**src/rtl/shift_exec_stage_pkg.sv**
```systemverilog
`default_nettype none
// +----------------------------------------------------------------------------+
// | Module   : shift_exec_stage_pkg                                            |
// | Purpose  : Shared widths, limits and flag bit positions for the shift unit |
// | Revision : 1.0  initial release                                            |
// +----------------------------------------------------------------------------+
package shift_exec_stage_pkg;

    localparam int c_WIDTH   = 16;
    localparam int c_AMT_W   = 5;
    localparam int c_TAG_W   = 4;
    localparam int c_AMT_MIN = -16;

    // Bit positions inside the registered flag vector
    localparam int c_FLAG_C = 0;
    localparam int c_FLAG_Z = 1;
    localparam int c_FLAG_N = 2;
    localparam int c_FLAG_W = 3;

endpackage
`default_nettype wire

```
**src/rtl/shift_exec_stage_core.sv**
```systemverilog
`default_nettype none
// +----------------------------------------------------------------------------+
// | Module   : shift_core                                                      |
// | Purpose  : Combinational left/right barrel shift with last-bit-out carry   |
// | Revision : 1.0  initial release                                            |
// +----------------------------------------------------------------------------+
module shift_core
    import shift_exec_stage_pkg::*;
#(
    parameter int WIDTH = c_WIDTH,
    parameter int MAG_W = c_AMT_W
) (
    input  logic [WIDTH-1:0] x,
    input  logic             dir,
    input  logic [MAG_W-1:0] mag,
    input  logic             arith,
    output logic [WIDTH-1:0] res,
    output logic             carry
);

    logic             w_fill;
    logic [WIDTH:0]   w_left;
    logic [2*WIDTH:0] w_right;

    // A guard bit beside the operand catches the last bit shifted out in either direction
    always_comb begin
        w_fill  = arith & x[WIDTH-1];
        w_left  = {1'b0, x} << mag;
        w_right = {{WIDTH{w_fill}}, x, 1'b0} >> mag;
        if (dir) begin
            res   = w_right[WIDTH:1];
            carry = w_right[0];
        end else begin
            res   = w_left[WIDTH-1:0];
            carry = w_left[WIDTH];
        end
    end

endmodule
`default_nettype wire

```
**src/rtl/shift_exec_stage.sv**
```systemverilog
`default_nettype none
// +----------------------------------------------------------------------------+
// | Module   : shift_exec_stage                                                |
// | Purpose  : Two-stage pipelined shift unit with valid/ready on both sides   |
// | Revision : 1.0  initial release                                            |
// +----------------------------------------------------------------------------+
module shift_exec_stage
    import shift_exec_stage_pkg::*;
#(
    parameter int WIDTH = c_WIDTH,
    parameter int AMT_W = c_AMT_W,
    parameter int TAG_W = c_TAG_W
) (
    input  logic             clk,
    input  logic             reset,
    input  logic             flush,
    input  logic             in_valid,
    output logic             in_ready,
    input  logic [WIDTH-1:0] in_data,
    input  logic [AMT_W-1:0] in_amount,
    input  logic             in_arith,
    input  logic [TAG_W-1:0] in_tag,
    output logic             out_valid,
    input  logic             out_ready,
    output logic [WIDTH-1:0] out_data,
    output logic [TAG_W-1:0] out_tag,
    output logic             out_carry,
    output logic             out_zero,
    output logic             out_neg
);

    logic                r_s1_valid;
    logic [WIDTH-1:0]    r_s1_data;
    logic                r_s1_arith;
    logic [TAG_W-1:0]    r_s1_tag;
    logic                r_s1_dir;
    logic [AMT_W-1:0]    r_s1_mag;

    logic                r_s2_valid;
    logic [WIDTH-1:0]    r_s2_data;
    logic [TAG_W-1:0]    r_s2_tag;
    logic [c_FLAG_W-1:0] r_s2_flags;

    logic                w_s2_adv;
    logic                w_s1_adv;
    logic [AMT_W-1:0]    w_mag;
    logic [WIDTH-1:0]    w_res;
    logic                w_carry;

    assign w_s2_adv = !r_s2_valid || out_ready;
    assign w_s1_adv = !r_s1_valid || w_s2_adv;
    assign in_ready = w_s1_adv && !flush;

    // Magnitude of -16 wraps to 5'b10000, which reads correctly as unsigned 16
    assign w_mag = in_amount[AMT_W-1] ? -in_amount : in_amount;

    shift_core #(
        .WIDTH (WIDTH),
        .MAG_W (AMT_W)
    ) u_core (
        .x     (r_s1_data),
        .dir   (r_s1_dir),
        .mag   (r_s1_mag),
        .arith (r_s1_arith),
        .res   (w_res),
        .carry (w_carry)
    );

    always_ff @(posedge clk) begin
        if (reset) begin
            r_s1_valid <= 1'b0;
            r_s1_data  <= '0;
            r_s1_arith <= 1'b0;
            r_s1_tag   <= '0;
            r_s1_dir   <= 1'b0;
            r_s1_mag   <= '0;
            r_s2_valid <= 1'b0;
            r_s2_data  <= '0;
            r_s2_tag   <= '0;
            r_s2_flags <= '0;
        end else if (flush) begin
            r_s1_valid <= 1'b0;
            r_s2_valid <= 1'b0;
        end else begin
            if (w_s2_adv) begin
                r_s2_valid <= r_s1_valid;
                if (r_s1_valid) begin
                    r_s2_data            <= w_res;
                    r_s2_tag             <= r_s1_tag;
                    r_s2_flags[c_FLAG_C] <= w_carry;
                    r_s2_flags[c_FLAG_Z] <= (w_res == '0);
                    r_s2_flags[c_FLAG_N] <= w_res[WIDTH-1];
                end
            end
            if (w_s1_adv) begin
                r_s1_valid <= in_valid;
                if (in_valid) begin
                    r_s1_data  <= in_data;
                    r_s1_arith <= in_arith;
                    r_s1_tag   <= in_tag;
                    r_s1_dir   <= in_amount[AMT_W-1];
                    r_s1_mag   <= w_mag;
                end
            end
        end
    end

    assign out_valid = r_s2_valid;
    assign out_data  = r_s2_data;
    assign out_tag   = r_s2_tag;
    assign out_carry = r_s2_flags[c_FLAG_C];
    assign out_zero  = r_s2_flags[c_FLAG_Z];
    assign out_neg   = r_s2_flags[c_FLAG_N];

endmodule
`default_nettype wire

```
**config.mk**
```make
export PLATFORM = sky130hd
export DESIGN_NAME = shift_exec_stage
export DESIGN_NICKNAME = d
export VERILOG_FILES = /design/src/rtl/shift_exec_stage_pkg.sv /design/src/rtl/shift_exec_stage_core.sv /design/src/rtl/shift_exec_stage.sv
export SDC_FILE = /design/constraint.sdc
export NUM_CORES = 1
export LEC_CHECK = 0
export ABC_AREA = 1
export CELL_PAD_IN_SITES_DETAIL_PLACEMENT = 0
export CELL_PAD_IN_SITES_GLOBAL_PLACEMENT = 1
export CORE_MARGIN = 2
export CORE_UTILIZATION = 37
export DETAILED_ROUTE_END_ITERATION = 7
export GPL_TIMING_DRIVEN = 1
export PLACE_DENSITY = 0.81
export SLEW_MARGIN = 20
export SYNTH_ARGS = -nofsm -noshare
export SYNTH_HDL_FRONTEND = slang
export SYNTH_SLANG_ARGS = --single-unit
```
**constraint.sdc**
```tcl
create_clock -name clk -period 1.9 [get_ports clk]
set_input_delay 0.19 -clock clk [delete_from_list [all_inputs] [get_ports clk]]
set_output_delay 0.19 -clock clk [all_outputs]
set_load 0.03 [all_outputs]
```
==> results.toml <==
[synth]
ys_seq_area_share_pct = 28.5
synthCells = 611
ys.flop_type = "dfxtp_1"
synth_top_area_share_pct = 28.5
synth_fp_nets = 643
synth_edf_count = 0
synthTopCellsByArea = "dfxtp_1 29%, nand2_1 19%, nand3_1 13%"
synth_top_area_cell = "dfxtp_1"
netlist_area_sq_um = 3580
yosys_warnings = 0
yosysUniqueCellTypes = 37
ys_async_sr_fraction_pct = 0
synth_common_cells = "177 x nand2_1, 95 x nand3_1, 81 x nor2_1"
avgSynthCellArea_sq_um = 5.85
synth_seq_cells = 51
synthMostInstantiatedCell = "nand2_1"

[clock_tree]
clock-sinks = 51
cts_made_buffers = 5
h-tree-depth = 2
clk_pin_slew_ns = 0.11
root_buffer = "clkbuf_8"
clock_latency_ns = 0.32
cts_tree = "yes"
clk_path_buf_depth = 2
postCtsHoldBufs = 0

[route]
routed_wl_um = 13600
top_layer = "met4"
met1Wirelength_um = 6270
drc_errors = 0
firstDrtPassIters = 6
wl_met3_um = 784
dr_total_vias = 4452
wl_met2_um = 6330
first_iter_violations = 275
drt-vias-per-instance = 5.30
wire_per_inst_um = 16.2
ant_nets = 0

[timing]
slew_headroom_pct = 74.3
final_hold_viol_count = 0
finalMaxSlewViolations = 0
setup_viol = 0
fin_crit_sh_pct = 97.9
fin_crit_ns = 1.86
skew_ns = 0.0116
fin_setup_tns_ns = 0
tightest_slew_ns = 0.386
rsz0062_at_grt = "true"
layout_setup_ws_ns = 0.0396
fmax_mhz = 538

[power_and_ir_drop]
powerDensity_nw_per_um2 = 619
vdd_drop_max_mv = 0.330
p_total_w = 0.00317
p_leak_nw = 2.44

[floorplan]
dieArea_sq_um = 10500
die_height_um = 102
coreArea_sq_um = 9330
ios = 56
initial_core_util_pct = 38.4
fp-row-count = 35
die_w_um = 102

[placement]
dpl.hpwl_um = 10500
dpl_worst_slack_ns = -0.134
gp_congestion = 1.02
post_dp_cell_area_sq_um = 4660
portBuffers = 55

[worst_setup_path]
crit_path_end_kind = "register"
critPathSlowestCell = "dfxtp_2"
crit_top_cell = "nand2_1"
crit_family = "simple AND/OR/NAND/NOR gates"
critPathLaunchType = "register"
crit_path_cell_trace = "buf_12, nor2_8, buf_6, nand2_1, nor2_2, nand2_1, nand3_2, nand2_1, nor2_1, nand3_1, nor2_2, nand3_2, a21oi_2"
required_ns = 2.16
critPathMaxFanout = 16
slowest_delay_ns = 0.34
arrival_ns = 2.12
critPathKind = "register to register"
crit_buf_inv = 2

[job]
max_cap_viol_count = 0

[cells_and_area]
num_antenna_cells = 0
syn2layout_area_growth_pct = 43.1
design_area_sq_um = 5120
utilization_pct = 54.9
nNetsFinal = 742
drive_above_1_share_pct = 22.5
final.fill_count = 947

[global_routing]
grt_first_pass_wirelength_um = 21000
grt_pass1_vias = 4050
grt_start_max_net_pins = 44
grt_usage_pct = 25.9
antenna_found_initial = 0
grt_overflow_total = 0

[outcome]
status = "finished, final reports clean"

[worst_hold_path]
min_path_type = "input port to register"
## final timing paths
check,startpoint,endpoint,slack [ns],cells after the start
max,r_s1_mag[4]$_SDFFE_PP0P_,r_s2_flags[1]$_SDFFE_PP0P_,0.04,13
min,in_valid,r_s1_valid$_SDFFE_PP0P_,0.43,3
max reg2reg,r_s1_mag[4]$_SDFFE_PP0P_,r_s2_flags[1]$_SDFFE_PP0P_,0.04,13
min reg2reg,r_s1_tag[3]$_SDFFE_PP0P_,r_s1_tag[3]$_SDFFE_PP0P_,0.50,2
## cells in the final DEF (no fill, tap or decap), types with 6 or more instances in the layout
cell	n
a21oi_1	32
a21oi_2	6
buf_4	64
clkbuf_8	6
clkdlybuf4s50_1	54
dfxtp_1	46
inv_1	35
nand2_1	143
nand2_2	32
nand3_1	82
nand3_2	13
nand4_1	6
nor2_1	76
nor2_2	6
o211ai_1	11
o21ai_0	42
## registers in the layout, indices dropped and copies added (netlist names)
name / flops
r_s1_mag: 5
out_data: 16
r_s1_dir: 1
out_valid: 1
r_s1_tag: 4
r_s1_valid: 1
r_s2_flags: 2
out_tag: 4
r_s1_arith: 1
r_s1_data: 16
## area by class of cell
type / instances / area (sq um) / area share [%]
Tap cell: 129 / 161 / 3.15
Inverter: 43 / 179 / 3.50
Timing Repair Buffer: 128 / 1190 / 23.3
Multi-Input combinational cell: 481 / 2430 / 47.5
Clock inverter: 2 / 38.8 / 0.758
Clock buffer: 6 / 82.6 / 1.61
Sequential cell: 51 / 1030 / 20.2
## cell families (layout without fill, tap and decap cells)
family	after synthesis	after routing	synth area share, %
fa+ha+maj	1	1	0.350
buf+inv	79	179	9.97
flops	51	51	28.5
xor+xnor	1	1	0.245
simple gates	375	375	44.8
compound gates	104	104	16.1
## worst reg2reg max path: stages (launching register included)
cell and delay (ns):
dfxtp_2 0.34, buf_12 0.14, nor2_8 0.08, buf_6 0.19
nand2_1 0.09, nor2_2 0.16, nand2_1 0.09, nand3_2 0.10
nand2_1 0.08, nor2_1 0.09, nand3_1 0.09, nor2_2 0.13
nand3_2 0.09, a21oi_2 0.11
## stage by stage
step	instances	hold slack (ns)
2_1_floorplan	611	0.342
3_3_place_gp	827	0.469
3_5_place_dp	827	0.476
4_1_cts	835	0.435
5_1_grt	840	0.467
6_report	840	0.432
## layer usage
metal / vias up / GRT usage [%]
met1: 2064 / 37.4
met5: - / 0
li1: 2211 / -
met3: 18 / 4.17
met2: 159 / 40.7
met4: 0 / 6.05
## power by group
group / internal [W] / switching (W)
clock: 0.000434 / 0.000398
combinational: 0.000488 / 0.000670
sequential: 0.00112 / 0.0000564
total: 0.00204 / 0.00112
## repair_timing
item / 4_1_cts / 5_1_grt
cloned: 0 / 1
gates resized for setup: 26 / 63
endpoints found under the hold margin: 0 / 0
endpoints found under the setup margin: 5 / 8
buffers inserted: 0 / 4
pin swaps: 0 / 9
No activity file was read; power rests on OpenSTA's default activity.
